**config.mk**
```make
export PLATFORM = sky130hd
export DESIGN_NAME = fifo_ctrl8
export DESIGN_NICKNAME = d
export VERILOG_FILES = /design/src/rtl/fifo_ctrl8.sv
export SDC_FILE = /design/constraint.sdc
export NUM_CORES = 1
export LEC_CHECK = 0
export CORE_UTILIZATION = 40
export CTS_CLUSTER_SIZE = 12
export DETAILED_ROUTE_END_ITERATION = 6
export DONT_BUFFER_PORTS = 1
export GPL_TIMING_DRIVEN = 0
export PLACE_DENSITY = 0.51
export SETUP_SLACK_MARGIN = 0.05
export SLEW_MARGIN = 20
export SYNTH_ARGS = -nofsm -noshare
export SYNTH_HDL_FRONTEND = slang
export SYNTH_SLANG_ARGS = --single-unit
```
**constraint.sdc**
```tcl
create_clock -name clk -period 2.56 [get_ports clk]
set_input_delay 0.384 -clock clk [delete_from_list [all_inputs] [get_ports clk]]
set_output_delay 0.384 -clock clk [all_outputs]
set_load 0.03 [all_outputs]
```
**src/rtl/fifo_ctrl8.sv**
```systemverilog
// Control stage for the 8-entry, 32-bit FIFO: pointers, occupancy, FSM, bank enables
// and registered handshake flags. Holds no data; the bank and read register live outside.
module fifo_ctrl8 (
  input  logic       clk,
  input  logic       reset_n,
  input  logic       wr_en,
  input  logic       rd_en,
  output logic [7:0] we,
  output logic       wr_fire,
  output logic       rd_fire,
  output logic [2:0] rd_sel,
  output logic [2:0] state,
  output logic [3:0] data_count,
  output logic       full,
  output logic       empty,
  output logic       wr_ack,
  output logic       wr_err,
  output logic       rd_ack,
  output logic       rd_err
);

  localparam logic [2:0] INIT     = 3'd0;
  localparam logic [2:0] NO_OP    = 3'd1;
  localparam logic [2:0] WRITE    = 3'd2;
  localparam logic [2:0] WR_ERROR = 3'd3;
  localparam logic [2:0] READ     = 3'd4;
  localparam logic [2:0] RD_ERROR = 3'd5;

  localparam logic [3:0] Depth = 4'd8;

  logic [2:0] head_q, head_d;
  logic [2:0] tail_q, tail_d;
  logic [3:0] count_q, count_d;
  logic [2:0] state_q, state_d;
  logic       wr_ack_q, wr_ack_d;
  logic       wr_err_q, wr_err_d;
  logic       rd_ack_q, rd_ack_d;
  logic       rd_err_q, rd_err_d;

  logic wr_only;
  logic rd_only;
  logic wr_rej;
  logic rd_rej;

  // Simultaneous wr_en and rd_en is a deliberate no-op, so only exclusive requests decode.
  assign wr_only = wr_en & ~rd_en;
  assign rd_only = rd_en & ~wr_en;

  assign full  = (count_q == Depth);
  assign empty = (count_q == 4'd0);

  // Fire strobes are gated by reset so the bank never sees an enable while reset is held.
  assign wr_fire = reset_n & wr_only & ~full;
  assign rd_fire = reset_n & rd_only & ~empty;
  assign wr_rej  = wr_only & full;
  assign rd_rej  = rd_only & empty;

  always_comb begin
    we = 8'h00;
    if (wr_fire) begin
      we = 8'h01 << tail_q;
    end
  end

  assign rd_sel = head_q;

  // Next state is a function of the request and occupancy only; unused codes fall to NO_OP.
  always_comb begin
    state_d  = NO_OP;
    head_d   = head_q;
    tail_d   = tail_q;
    count_d  = count_q;
    wr_ack_d = 1'b0;
    wr_err_d = 1'b0;
    rd_ack_d = 1'b0;
    rd_err_d = 1'b0;
    if (wr_fire) begin
      state_d  = WRITE;
      tail_d   = tail_q + 3'd1;
      count_d  = count_q + 4'd1;
      wr_ack_d = 1'b1;
    end else if (wr_rej) begin
      state_d  = WR_ERROR;
      wr_err_d = 1'b1;
    end else if (rd_fire) begin
      state_d  = READ;
      head_d   = head_q + 3'd1;
      count_d  = count_q - 4'd1;
      rd_ack_d = 1'b1;
    end else if (rd_rej) begin
      state_d  = RD_ERROR;
      rd_err_d = 1'b1;
    end
  end

  always_ff @(posedge clk or negedge reset_n) begin
    if (!reset_n) begin
      state_q  <= INIT;
      head_q   <= 3'd0;
      tail_q   <= 3'd0;
      count_q  <= 4'd0;
      wr_ack_q <= 1'b0;
      wr_err_q <= 1'b0;
      rd_ack_q <= 1'b0;
      rd_err_q <= 1'b0;
    end else begin
      state_q  <= state_d;
      head_q   <= head_d;
      tail_q   <= tail_d;
      count_q  <= count_d;
      wr_ack_q <= wr_ack_d;
      wr_err_q <= wr_err_d;
      rd_ack_q <= rd_ack_d;
      rd_err_q <= rd_err_d;
    end
  end

  assign state      = state_q;
  assign data_count = count_q;
  assign wr_ack     = wr_ack_q;
  assign wr_err     = wr_err_q;
  assign rd_ack     = rd_ack_q;
  assign rd_err     = rd_err_q;

endmodule

```
== After elaboration in Yosys (flattened, before gate mapping) ==
Cells that the tools add are included.

* Bitwise gates (word level): 14
* Equal/unequal tests: 2
* Reduce and logical (&&, ||, !) cells: 4
* Mux-type cells: 18
* Add/sub/neg operators: 4
* Shift-type cells: 1

{| class="wikitable"
|+ Operators by type and width
! kind !! count
|-
| $mux 3 || 4
|-
| $mux 4 || 3
|-
| $mux 1 || 10
|-
| $and 1x1->1 || 8
|-
| $mux 8 || 1
|-
| $shl 1x3->8 const A || 1
|-
| $add 3x1->3 const B || 2
|-
| $not 1->1 || 6
|-
| $add 4x1->4 const B || 1
|-
| $eq 4x4->1 const B || 1
|-
| $logic_not 4->1 || 1
|-
| $sub 4x1->4 const B || 1
|-
| $reduce_and 3->1 || 1
|-
| $ne 2x2->1 const B || 1
|-
| $reduce_and 2->1 || 1
|-
| $reduce_bool 2->1 || 1
|}

* Logic and storage cells: 51
* Flip-flop bits (word level): 17

== Depth between registers and ports, before layout ==
Gate-level depths: netlist of run 1.

* Depth in word-level cells: 7
* Depth in mapped cells: 8
* Gate-level depth less buffers: 6

== Least setup slack after synthesis of run 1 ==
OpenSTA, ideal clock, no wires.

* Path type: register to register
* Start point: register count_q[0], in the netlist data_count[0]
* End point: register count_q[3], in the netlist data_count[3]
* Path slack: 0.088 ns
* Path buffers: 0
* Data required time: 2.422 ns
* Library setup time: 0.138 ns
* Cell stages (with the launch flop): 7
* Arrival time: 2.334 ns
* Cells stage by stage: dfrtp_1 -> or4b_4 -> nand2_2 -> ha_1 -> a21o_1 -> a21oi_1 -> mux4_2

* Longest elaborated chain between the ends: 5
* Elaborated cells on any way between the ends: 15
* Classes of those cells: 2 x add/sub; 2 x eq/ne; 3 x mux; 5 x bitwise; 3 x reduce/logical

{| class="wikitable"
|+ Ends and longest elaborated chain
! item !! RTL line !! RTL
|-
| start: declaration || 33 || <nowiki>logic [3:0] count_q, count_d;</nowiki>
|-
| start signal: assignment || 110 || <nowiki>count_q <= count_d;</nowiki>
|-
| branches (longest 5 deep; another with $sub 4x1->4) || -- ||
|}

Parallel ways; which one is timed is not known. The select of a mux whose other input is x is not followed.
A chain may end at the register's enable or synchronous reset.

== Worst setup path in the final report of run 1 ==
Ends and elaborated chain as after synthesis.

==> results of run 1 <==
-- sequential cells by signal, indices dropped and copies added (netlist names) --
register,count
wr_err,1
data_count,4
wr_ack,1
tail_q,3
state,3
rd_err,1
rd_ack,1
rd_sel,3
-- area by class of cell --
class	instances	share of cell area
multi-input cells	65	0.491
flip-flops and latches	17	0.397
well taps	28	0.0323
inverters	6	0.0254
clock buffers	3	0.0208
repair buffers	3	0.0196
plain buffers	2	0.00923
clock inverters	1	0.00461
-- logic make-up after synthesis --
logic type | after synthesis
buffers and inverters | 8
adder cells (fa/ha/maj) | 10
multiplexers | 2
AO/OA/AOI/OAI | 12
XOR/XNOR | 4
AND/OR/NAND/NOR | 37
flip-flops | 17
-- worst max-delay path by stage --
| stage | from | cells past startpoint | endpoint |
|---|---|---|---|
| final | data_count[0]$_DFFE_PN0P_ | 6 | data_count[3]$_DFFE_PN0P_ |
| after global placement | data_count[0]$_DFFE_PN0P_ | 6 | data_count[3]$_DFFE_PN0P_ |
| after CTS | data_count[0]$_DFFE_PN0P_ | 6 | data_count[3]$_DFFE_PN0P_ |
| after floorplan | data_count[0]$_DFFE_PN0P_ | 6 | data_count[3]$_DFFE_PN0P_ |
| after global routing | data_count[0]$_DFFE_PN0P_ | 6 | data_count[3]$_DFFE_PN0P_ |
| after detailed placement | data_count[0]$_DFFE_PN0P_ | 6 | data_count[3]$_DFFE_PN0P_ |
-- placed cells by master, fill, tap and decap left out, types with 2 or more instances in the layout --
cell type                  count
sky130_fd_sc_hd__a211oi_1      2
sky130_fd_sc_hd__and3_1        8
sky130_fd_sc_hd__and3b_1       2
sky130_fd_sc_hd__clkbuf_4      3
sky130_fd_sc_hd__dfrtp_1      13
sky130_fd_sc_hd__dfrtp_2       4
sky130_fd_sc_hd__ha_1          9
sky130_fd_sc_hd__inv_1         4
sky130_fd_sc_hd__nand2b_1      2
sky130_fd_sc_hd__nand3_1       3
sky130_fd_sc_hd__nor2_1        8
sky130_fd_sc_hd__nor3_1        4
sky130_fd_sc_hd__o21ai_0       5
sky130_fd_sc_hd__xnor2_1       3
-- power by group through the flow --
stage	clock [mW]	sequential, mW	combinational (mW)
finish	0.145	0.620	0.475
global route	0.162	0.637	0.545
CTS	0.150	0.622	0.469
detailed placement	0	0.621	0.437
global placement	0	0.621	0.431
floorplan	0	0.588	0.371
-- through the flow --
| step | TNS, ps | total power [mW] | hold slack [ps] |
|---|---|---|---|
| finish | 0 | 1.24 | 229 |
| detailed placement | -91.7 | 1.06 | 88.8 |
| CTS | 0 | 1.24 | 226 |
| global placement | -69.5 | 1.05 | 88.8 |
| floorplan | 0 | 0.959 | 88.4 |
| global route | 0 | 1.34 | 212 |
-- critical path, cell delays in order, from the launching register on --
cell	delay, ps
sky130_fd_sc_hd__dfrtp_2	530
sky130_fd_sc_hd__or4b_4	580
sky130_fd_sc_hd__nand2_4	110
sky130_fd_sc_hd__ha_1	240
sky130_fd_sc_hd__a21o_1	170
sky130_fd_sc_hd__a21oi_2	170
sky130_fd_sc_hd__mux4_2	500
-- timing repair --
item / 4_1_cts / 5_1_grt
hold buffers: 1 / 0
buffers inserted: 2 / 0
pin swaps: 1 / 1
endpoints found under the hold margin: 17 / 0
resized for setup: 5 / 1
setup endpoints to repair: 7 / 1
-- metal layers --
| layer | routed length, um | part of all wire | vias up |
|---|---|---|---|
| li1 | - | - | 333 |
| met1 | 958 | 0.48 | 335 |
| met2 | 905 | 0.45 | 23 |
| met3 | 126 | 0.063 | 2 |
| met4 | 12 | 0.0060 | 0 |
| met5 | 0 | 0 | - |
==> results.ini, run 1 <==
[logic_synthesis]
fraction_of_the_mapped_netlist_area_in_compound_gates=0.0824
syn_area_per_cell_um2=11.0
warning_count_from_the_yosys_run=0
synthSimpleGateAreaFrac=0.241
syn-instance-count=90
portion_of_netlist_area_occupied_by_mux_cells=0.0380
synth-edff-count=0
synthFlopType=sky130_fd_sc_hd__dfrtp_1
synthTopCellsByCount=sky130_fd_sc_hd__dfrtp_1 (17), sky130_fd_sc_hd__ha_1 (9), sky130_fd_sc_hd__and3_1 (8), sky130_fd_sc_hd__nor2_1 (8), sky130_fd_sc_hd__o21ai_0 (5)
asyncSetResetFlopFracSynth=1.00
synth_top_cell_area_share=0.431
post_synth_xor_area_fraction=0.0355
syn_std_cell_area_um2=987
synth-seq-cells=17
mappedNetlistNets=104
synthMostInstantiatedCell=sky130_fd_sc_hd__dfrtp_1
synth_adder_area_share=0.134
main_combinational_cell_family_by_area_after_synthesis=simple AND/OR/NAND/NOR gates
synth_area_leader_cell=sky130_fd_sc_hd__dfrtp_1
synth.area.top_cells=sky130_fd_sc_hd__dfrtp_1 (43%), sky130_fd_sc_hd__ha_1 (11%), sky130_fd_sc_hd__and3_1 (5.1%), sky130_fd_sc_hd__nor2_1 (3.0%), sky130_fd_sc_hd__xnor2_1 (2.7%)
count_of_cell_types_in_the_netlist=34
synth_sequential_area_ratio=0.431

[global_route]
grt.busiest_layer=met2
antenna_found_initial=0
global_route.overflow_total=0
grtUsageMet1=0.229
grt_use_total=0.168
grt_max_degree=18
first_global_vias=691
grtUsageMet3=0.0585
first_pass_grt_wire_length_mm=3.31
global_route.usage.met2=0.260

[timing]
worst_pin_slew_ps=789
worst_clock_skew_on_the_final_layout_ps=5.19
unrepaired_setup_endpoints_after_global_routing=false
fin_ws_ps=132
hold_viol=0
fmax_ghz=0.412
maxSlewHeadroom=0.472
timing.final.crit_share=0.949
drv_slew=0
post_layout_min_period_ps=2430
setup_violations=0

[floorplanning]
start_util=0.434
floorplan.die_area_um2=2670
design.portCount=30
num_rows=17
design.core.area_um2=2280
floorplan.die.width_um=51.7
dieHeight_um=51.7

[clock_tree]
latest_clock_arrival_within_the_worst_skew_pair_ps=290
clock_buffers_created_by_tritoncts=3
max-clock-path-buffers=2
reg_clk_slew_reported_paths_ps=100
ctsRootBufferMaster=sky130_fd_sc_hd__clkbuf_4
ctsHtreeMaxLevel=1
tritoncts=yes
clock-sinks=17

[cells_and_area]
area_used_by_multi_input_combinational_logic_um2=533
drive_gt1_frac=0.237
flow.area_growth_from_synthesis_pct=9.89
final_core_util=0.477
antennaDiodeCount=0
sequential_cell_area_um2=430
instances_no_fill=125
final_nets=112
filler_cell_count=219
final_design_area_no_fill_um2=1080

[routing]
routed-via-count=693
drt_first_pass_iters=3
route.final.wire_length_mm=2.00
vias_per_cell=5.54
drt_iter0_drc=8
route.detailed.wl_per_inst_um=16.0
final_antenna_net_count=0
remaining_drc_errors=0

[setup_path]
critPathLaunchType=register
worst_r2r_endpoint=data_count[3]$_DFFE_PN0P_
rr_startpoint=data_count[0]$_DFFE_PN0P_
cells_on_worst_reg2reg_path=6
critPathKind=reg -> reg
capturing_element_type_of_the_critical_path=register
critical_path_peak_fanout=7
timing.critical_path.required_ps=2730
cp.arrival_ps=2600
reg2reg_slack_ps=130

[pwr]
p_switching_uw=608
switching_share=0.491
combinationalPowerShare=0.383
power.leakage_nw=0.531
pwr_density_cell_nw_per_um2=1140
sequentialPowerShare=0.500
clock_power_share=0.117
intPower_uw=631
ir_drop_mv=0.585

[placement]
place.detailed.hpwl_mm=1.37
gp_congestion=0.732
dpl_cell_area_um2=1020
place_inst=118
port_buffers=0
post-place-ws_ps=-91.7

[worst_hold_path]
worst_hold_path.endpoint=wr_err$_DFF_PN0_
hold_path_class=in -> reg
hold_start=wr_en
whs_path_depth=2

[job]
drv_cap=0

[run_status]
outcome=completed

Note: power is estimated with default switching activity, not from simulation.
==> run 2: changes to the inputs <==
--- a/config.mk
+++ b/config.mk
@@ -10,7 +10,7 @@
 export DETAILED_ROUTE_END_ITERATION = 6
 export DONT_BUFFER_PORTS = 1
 export GPL_TIMING_DRIVEN = 0
-export PLACE_DENSITY = 0.51
+export PLACE_DENSITY = 0.62
 export SETUP_SLACK_MARGIN = 0.05
 export SLEW_MARGIN = 20
 export SYNTH_ARGS = -nofsm -noshare
==> run 2 against run 1 <==
Count of clock-buffer cells in the layout is 1 higher. Sequential share of layout area is 0.50 points lower. Clock power hardly changed.
==> results.ini, run 2 (synthesized netlist as in run 1, its figures left out) <==
[timing]
fmax_ghz=0.408
minimum_hold_slack_ps=234
hold_viol=0
setup_violations=0
post_layout_min_period_ps=2450
drv_slew=0
worst_clock_skew_on_the_final_layout_ps=11.3
unrepaired_setup_endpoints_after_global_routing=false
timing.final.crit_share=0.958
worst_pin_slew_ps=778
maxSlewHeadroom=0.479

[clock_tree]
clock_buffers_created_by_tritoncts=3
ctsRootBufferMaster=sky130_fd_sc_hd__clkbuf_4
max-clock-path-buffers=2
tritoncts=yes
ctsHtreeMaxLevel=1
clock-sinks=17
reg_clk_slew_reported_paths_ps=110
latest_clock_arrival_within_the_worst_skew_pair_ps=290

[routing]
drt_iter0_drc=13
route.final.wire_length_mm=2.10
final_antenna_net_count=0
vias_per_cell=5.51
route.detailed.wl_per_inst_um=16.5
remaining_drc_errors=0
drt_first_pass_iters=5
routed-via-count=700

[placement]
gp_congestion=0.757
port_buffers=0
place.detailed.hpwl_mm=1.40
place_inst=118

[setup_path]
timing.critical_path.required_ps=2710
worst_r2r_endpoint=data_count[3]$_DFFE_PN0P_
worst_setup_path_startpoint=data_count[1]$_DFFE_PN0P_
cells_on_worst_reg2reg_path=6
critPathLaunchType=register
cp.arrival_ps=2610
critical_path_peak_fanout=8
reg2reg_slack_ps=110
capturing_element_type_of_the_critical_path=register
crit_path_end=data_count[3]$_DFFE_PN0P_
critPathKind=reg -> reg
rr_startpoint=data_count[1]$_DFFE_PN0P_

[cells_and_area]
final_nets=114
antennaDiodeCount=0
flow.area_growth_from_synthesis_pct=11.3
instances_no_fill=127
mostFrequentLayoutCell=sky130_fd_sc_hd__dfrtp_1
largest_register_ff_count=4
drive_gt1_frac=0.242
most-common-layout-cells=sky130_fd_sc_hd__dfrtp_1 (13), sky130_fd_sc_hd__ha_1 (9), sky130_fd_sc_hd__and3_1 (8), sky130_fd_sc_hd__nor2_1 (8), sky130_fd_sc_hd__o21ai_0 (5)

[global_route]
first_pass_grt_wire_length_mm=3.33
grt.busiest_layer=met1
grtUsageMet3=0.0351
global_route.overflow_total=0
antenna_found_initial=0
grt_use_total=0.170
first_global_vias=665
grtUsageMet1=0.257
global_route.usage.met2=0.247
grt_max_degree=18

[run_status]
outcome=completed

[floorplanning]
start_util=0.434
design.portCount=30
floorplan.die.width_um=51.7
num_rows=17
design.core.area_um2=2280
floorplan.die_area_um2=2670
dieHeight_um=51.7

[job]
drv_cap=0

[pwr]
ir_drop_mv=0.486
power.leakage_nw=0.537
pwr_density_cell_nw_per_um2=1150

[worst_hold_path]
hold_path_class=in -> reg

## run 2: changes by cell type in the layout (fill, tap and decap cells not counted)
cell / before / now
sky130_fd_sc_hd__buf_4: 1 / 3
sky130_fd_sc_hd__clkbuf_1: 0 / 1
sky130_fd_sc_hd__clkinv_2: 1 / 0
## run 2: worst min-delay path by stage
stage,startpoint,to,slack (ps),cells after the start
2_1_floorplan,reset_n,data_count[0]$_DFFE_PN0P_,90,0
3_3_place_gp,reset_n,wr_ack$_DFF_PN0_,90,0
3_5_place_dp,reset_n,wr_err$_DFF_PN0_,90,0
4_1_cts,rd_en,rd_err$_DFF_PN0_,240,2
5_1_grt,rd_en,rd_err$_DFF_PN0_,230,2
6_report,rd_en,rd_err$_DFF_PN0_,230,2
## run 2: per-layer routing
metal | vias up | share of wire | routed length, um
met5 | - | 0 | 0
met4 | 0 | 0 | 0
met3 | 0 | 0.040 | 83
met2 | 16 | 0.47 | 992
met1 | 345 | 0.49 | 1020
li1 | 339 | - | -
## run 2: metrics by stage
step	instance area, um2	worst slack [ps]	setup TNS [ps]	total power, mW	util
floorplan	987	87.9	0	0.959	-
global placement	1020	-73.2	-73.2	1.04	0.449
detailed placement	1020	-99.3	-99.3	1.06	0.449
CTS	1080	68.5	0	1.24	0.473
global route	1100	45.4	0	1.36	0.483
finish	1100	108	0	1.26	0.483
## run 2: critical path, cell delays in order (launching register included)
cell and delay, ps:
sky130_fd_sc_hd__dfrtp_2 530, sky130_fd_sc_hd__or4b_4 590, sky130_fd_sc_hd__nand2_4 120, sky130_fd_sc_hd__ha_1 240, sky130_fd_sc_hd__a21o_1 170, sky130_fd_sc_hd__a21oi_2 150, sky130_fd_sc_hd__mux4_2 520
## run 2: area by class of cell
| cell class | count | area [um2] |
|---|---|---|
| clock buffer | 4 | 26.3 |
| inverter | 6 | 27.5 |
| fill | 212 | 1180 |
| buffer | 2 | 10.0 |
| sequential | 17 | 430 |
| multi-input combinational | 65 | 533 |
| tap | 28 | 35.0 |
| timing repair buffer | 5 | 36.3 |
## run 2: what timing repair did
item                       CTS  global route
hold endpoints to repair    17             0
pin swaps                    0             3
resized for setup            6             0
buffers inserted             1             3
hold buffers                 1             0
gates cloned                 0             0
setup endpoints to repair    7             1
## run 2: where the power goes
part           switching (mW)  total (mW)  internal (mW)
sequential              0.260       0.623          0.363
clock                  0.0856       0.146         0.0604
combinational           0.275       0.492          0.217
total                   0.621        1.26          0.640
==> run 3: changes to the inputs <==
--- a/config.mk
+++ b/config.mk
@@ -6,7 +6,7 @@
 export NUM_CORES = 1
 export LEC_CHECK = 0
 export CORE_UTILIZATION = 40
-export CTS_CLUSTER_SIZE = 12
+export CTS_CLUSTER_SIZE = 14
 export DETAILED_ROUTE_END_ITERATION = 6
 export DONT_BUFFER_PORTS = 1
 export GPL_TIMING_DRIVEN = 0
==> results of run 3 <==
No change in the layout: final DEF, timing and power equal those of run 2.
